<file path="src/rtl/updown_cntr_param_if.sv">
// Control and status bundle for one updown_cntr_param channel.
// The master side (sequencer, cascade glue or bench) drives the controls and
// the compare value. The slave side (the counter) returns the count and flags.
// There is no valid/ready pairing: every control is sampled on each rising clk
// edge, and q, tc, wrap and match are valid for the whole cycle.
interface updown_cntr_param_if #(
   parameter int WIDTH = 8
);
   logic             clr;
   logic             ld;
   logic [WIDTH-1:0] d;
   logic             en;
   logic             up;
   logic [WIDTH-1:0] cmp;
   logic [WIDTH-1:0] q;
   logic             tc;
   logic             wrap;
   logic             match;

   modport master (
      output clr, ld, d, en, up, cmp,
      input  q, tc, wrap, match
   );

   modport slave (
      input  clr, ld, d, en, up, cmp,
      output q, tc, wrap, match
   );
endinterface

</file>
<file path="src/rtl/updown_cntr_param.sv">
// Parametrised loadable up/down counter with a count range of 0..MAX_VAL.
// At the range boundary it either wraps (and pulses wrap for one cycle) or
// saturates. tc and match are combinational on q, up and cmp, so stages can
// be cascaded by feeding en & tc of one stage into en of the next.
// Control priority on each edge: rst > clr > ld > en > hold.
module updown_cntr_param #(
   parameter int               WIDTH    = 8,
   parameter logic [WIDTH-1:0] MAX_VAL  = {WIDTH{1'b1}},
   parameter bit               SATURATE = 1'b0,
   parameter logic [WIDTH-1:0] RST_VAL  = '0
) (
   input  logic              clk,
   input  logic              rst,
   updown_cntr_param_if.slave bus
);

   localparam logic [WIDTH-1:0] ZERO = '0;
   localparam logic [WIDTH-1:0] ONE  = {{(WIDTH-1){1'b0}}, 1'b1};

   logic [WIDTH-1:0] q_r;
   logic [WIDTH-1:0] q_nxt;
   logic             wrap_r;
   logic             wrap_nxt;

   // Next count and wrap flag. The up boundary test uses >= so that q can never
   // step past MAX_VAL, even for a MAX_VAL well below the binary limit.
   always_comb begin
      q_nxt    = q_r;
      wrap_nxt = 1'b0;
      if (bus.clr) begin
         q_nxt = ZERO;
      end else if (bus.ld) begin
         q_nxt = (bus.d > MAX_VAL) ? MAX_VAL : bus.d;
      end else if (bus.en) begin
         if (bus.up) begin
            if (q_r >= MAX_VAL) begin
               if (SATURATE) begin
                  q_nxt = MAX_VAL;
               end else begin
                  q_nxt    = ZERO;
                  wrap_nxt = 1'b1;
               end
            end else begin
               q_nxt = q_r + ONE;
            end
         end else begin
            if (q_r == ZERO) begin
               if (SATURATE) begin
                  q_nxt = ZERO;
               end else begin
                  q_nxt    = MAX_VAL;
                  wrap_nxt = 1'b1;
               end
            end else begin
               q_nxt = q_r - ONE;
            end
         end
      end
   end

   // Count and wrap registers; rst forces them without waiting for clk.
   always_ff @(posedge clk or posedge rst) begin
      if (rst) begin
         q_r    <= RST_VAL;
         wrap_r <= 1'b0;
      end else begin
         q_r    <= q_nxt;
         wrap_r <= wrap_nxt;
      end
   end

   assign bus.q     = q_r;
   assign bus.wrap  = wrap_r;
   assign bus.tc    = (bus.up && (q_r == MAX_VAL)) || (!bus.up && (q_r == ZERO));
   assign bus.match = (q_r == bus.cmp);

endmodule

</file>
<file path="src/flat_wrapper.sv">
// flat-port wrapper written by rule: the top's interface ports become plain ports
module updown_cntr_param_flat 
#(
   parameter int               WIDTH    = 8,
   parameter logic [WIDTH-1:0] MAX_VAL  = {WIDTH{1'b1}},
   parameter bit               SATURATE = 1'b0,
   parameter logic [WIDTH-1:0] RST_VAL  = '0
)
  (clk, rst, bus_clr, bus_ld, bus_d, bus_en, bus_up, bus_cmp, bus_q, bus_tc, bus_wrap, bus_match);
  updown_cntr_param_if #(.WIDTH(WIDTH)) bus_i ();
  input  logic clk;
  input  logic rst;
  input wire logic [$bits(bus_i.clr)-1:0] bus_clr;
  input wire logic [$bits(bus_i.ld)-1:0] bus_ld;
  input wire logic [$bits(bus_i.d)-1:0] bus_d;
  input wire logic [$bits(bus_i.en)-1:0] bus_en;
  input wire logic [$bits(bus_i.up)-1:0] bus_up;
  input wire logic [$bits(bus_i.cmp)-1:0] bus_cmp;
  output wire logic [$bits(bus_i.q)-1:0] bus_q;
  output wire logic [$bits(bus_i.tc)-1:0] bus_tc;
  output wire logic [$bits(bus_i.wrap)-1:0] bus_wrap;
  output wire logic [$bits(bus_i.match)-1:0] bus_match;
  assign bus_i.clr = bus_clr;
  assign bus_i.ld = bus_ld;
  assign bus_i.d = bus_d;
  assign bus_i.en = bus_en;
  assign bus_i.up = bus_up;
  assign bus_i.cmp = bus_cmp;
  assign bus_q = bus_i.q;
  assign bus_tc = bus_i.tc;
  assign bus_wrap = bus_i.wrap;
  assign bus_match = bus_i.match;
  updown_cntr_param #(.WIDTH(WIDTH), .MAX_VAL(MAX_VAL), .SATURATE(SATURATE), .RST_VAL(RST_VAL)) u_core (.clk(clk), .rst(rst), .bus(bus_i));
endmodule
</file>
<file path="config.mk">
export PLATFORM = sky130hd
export DESIGN_NAME = updown_cntr_param_flat
export DESIGN_NICKNAME = d
export VERILOG_FILES = /design/src/rtl/updown_cntr_param_if.sv /design/src/rtl/updown_cntr_param.sv /design/src/flat_wrapper.sv
export SDC_FILE = /design/constraint.sdc
export NUM_CORES = 1
export LEC_CHECK = 0
export CORE_MARGIN = 3
export CORE_UTILIZATION = 30
export CTS_CLUSTER_SIZE = 12
export DETAILED_ROUTE_END_ITERATION = 12
export SETUP_SLACK_MARGIN = 0.2
export SLEW_MARGIN = 40
export SYNTH_ARGS = -nofsm -noshare
export SYNTH_HDL_FRONTEND = slang
export SYNTH_SLANG_ARGS = --single-unit
</file>
<file path="constraint.sdc">
create_clock -name clk -period 3.2 [get_ports clk]
set_input_delay 0.64 -clock clk [delete_from_list [all_inputs] [get_ports clk]]
set_output_delay 0.64 -clock clk [all_outputs]
set_load 0.05 [all_outputs]
</file>
==> flow_metrics.tcl <==
set metrics [dict create \
    outcome "finished clean" \
    dieHeight_um 64.7 \
    clockBufferDepth 2 \
    finalCriticalPeriod_ns 2.53 \
    required_ns 2.56 \
    total_power_w 0.000445 \
    clock_sinks 9 \
    gp_congestion 0.820 \
    synth_flop_cell "dfrtp_1" \
    yosysSeqAreaShare_pct 21.8 \
    clk_latency_ns 0.27 \
    finalHoldViolCount 0 \
    fp.dieArea_sq_mm 0.00419 \
    fmax_mhz 395 \
    vias 1111 \
    crit_start "u_core.bus.q[2]$_DFFE_PP0P_" \
    critPathArrivalTime_ns 1.89 \
    avgRoutedWirePerCell_um 14.2 \
    r2r_end "u_core.bus.q[7]$_DFFE_PP0P_" \
    setup_viol 0 \
    postPlaceCellArea_sq_mm 0.00137 \
    grt_antenna_before_repair 0 \
    powerDensity_mw_per_mm2 320 \
    cp-start-kind "register" \
    max_stage_delay_ns 0.91 \
    clock_skew_ns 0.00208 \
    path_max_fanout 17 \
    floorplan.initialDensity_pct 32.6 \
    worst-path-buf-inv 1 \
    power_switching_w 0.000179 \
    synth.area.mux_share_pct 2.06 \
    dieWidth_um 64.7 \
    maxSlewViolCount 0 \
    diodes 0 \
    clk_pin_slew_worst_paths_ns 0.06 \
    reg2reg_setup_slack_ns 1.22 \
    via_per_inst 5.50 \
    fillCellCount 327 \
    port-buffer-count 32 \
    clock_power_share_pct 20.5 \
    cts_buffers 3 \
    h-tree-depth 1 \
    leakagePower_nw 0.511 \
    synthXorXnorAreaFrac_pct 9.31 \
    pwr-share-comb_pct 45.2 \
    p_int_w 0.000267 \
    synth.most_common_cell "xnor2_1" \
    grt_pass1_vias 1020 \
    first_pass_iters 4 \
    cts-hold-fix-buffers 0 \
    synth_nets 156 \
    synth_edf_count 0 \
    hold_class "in2async" \
    yosysTopAreaCell "dfrtp_1" \
    syn_area_sq_mm 0.00103 \
    synth-simple-area-share_pct 30.4 \
    cap_violations 0 \
    ys_types 46 \
    setup_tns_ns 0 \
    drt_iter0_drc 39 \
    routed_wl_um 2870 \
    synth_compound_area_share_pct 22.6 \
    path_class "reg2out" \
    stdcell_area_sq_mm 0.00139 \
    synth-async-reset-ratio_pct 100 \
    period_share_pct 79.1 \
    reg2reg_from "u_core.bus.q[0]$_DFFE_PP0P_" \
    cp_top_family "buffers and inverters" \
    ctsResizeCount 0 \
    crit_slowest_cell "clkdlybuf4s50_1" \
    core-area_sq_mm 0.00318 \
    syn_avg_cell_area_sq_um 7.90 \
    path_cells "clkdlybuf4s50_1" \
    synth_commonest_cells "10 x xnor2_1, 9 x a21oi_1, 9 x dfrtp_1, 8 x nor2_1" \
    gr-total-overflow 0 \
    root_buffer "clkbuf_4" \
    layout.nets 184 \
    post-dp-hpwl_um 2230 \
    ant_nets 0 \
    grt_util_all_layers_pct 13.9 \
    rows 20 \
    grt_pass1_wl_um 4600 \
    io_pins 33 \
    tritoncts "built" \
    synth_top_family_by_area "simple AND/OR/NAND/NOR gates" \
    switching_share_pct 40.1 \
    post-cts-setup-buffers 0 \
    drc 0 \
    cp-end-kind "primary output" \
    ys_warn_count 0 \
    syn_to_final_growth_pct 34.7 \
    synth_top_area_share_pct 21.8 \
    r2r_cells 6 \
    drive_above_1_share_pct 9.49 \
    tightest_slew_ns 0.580 \
    pwr-share-seq_pct 34.4 \
    synth_cells 131 \
    ir_drop_mv 0.133 \
    grt_max_degree 18 \
    path_depth 1 \
    rsz0062_at_grt "no" \
    relSlewSlack_pct 61.3 \
    yosys-top-cells-area "dfrtp_1 22%, xnor2_1 8.5%, a21oi_1 4.4%, buf_4 3.6%, ha_1 3.6%" \
    ys_ff_latch 9 \
    synth-adder-area-share_pct 3.63 \
]
[stage by stage]
step	hold slack [ns]	instances	setup WS, ns	utilization [%]
after floorplan	0.468	131	0.722	-
after global placement	0.711	198	0.705	43.0
after detailed placement	0.712	198	0.679	43.0
after CTS	0.657	202	0.656	43.9
after global routing	0.678	202	0.587	43.9
final	0.641	202	0.668	43.9
[cells by family after synthesis]
| logic type | Yosys count |
|---|---|
| mux | 2 |
| simple gates | 52 |
| compound gates | 34 |
| xor+xnor | 11 |
| buf+inv | 20 |
| flops | 9 |
| fa+ha+maj | 3 |
[routing by layer]
metal / up-vias / share of wire (%) / GRT usage, %
met2: 45 / 49 / 22.2
met3: 9 / 7.0 / 5.20
met4: 0 / 1.5 / 4.49
li1: 539 / - / -
met1: 518 / 43 / 17.2
met5: - / 0 / 0
[power by group through the flow]
stage	Sequential, W	Clock, W	Combinational, W
6_report	0.000153	0.0000912	0.000201
5_1_grt	0.000156	0.000103	0.000218
4_1_cts	0.000153	0.0000938	0.000202
3_5_place_dp	0.000155	0	0.000201
3_3_place_gp	0.000155	0	0.000198
2_1_floorplan	0.000162	0	0.000126
[worst max-delay path by stage]
| stage | end | slack (ns) |
|---|---|---|
| after floorplan | bus_match | 0.72 |
| after global placement | bus_tc | 0.70 |
| after detailed placement | bus_tc | 0.68 |
| after CTS | bus_q[2] | 0.66 |
| after global routing | bus_q[2] | 0.59 |
| final | bus_q[2] | 0.67 |
[state kept, by name, indices dropped and copies added, names as in the netlist]
signal / flops
u_core.bus.wrap: 1
u_core.bus.q: 8
[cell type report]
type	count	area, sq um	area share (%)
Clock buffer	4	26.3	1.89
Inverter	7	26.3	1.89
Multi-Input combinational cell	102	703	50.4
Sequential cell	9	225	16.2
Tap cell	44	55.1	3.95
Timing Repair Buffer	36	358	25.7
[cell usage in the layout (no fill, tap or decap), types with 5 or more instances in the layout]
master            n
inv_1             7
nor2_1            8
dfrtp_1           9
nand4_1           6
nand3_1           7
xnor2_1          10
nand2_1           6
buf_4             5
o21ai_0           5
a21oi_1           9
clkdlybuf4s50_1  30
No activity file was read; power rests on OpenSTA's default activity.
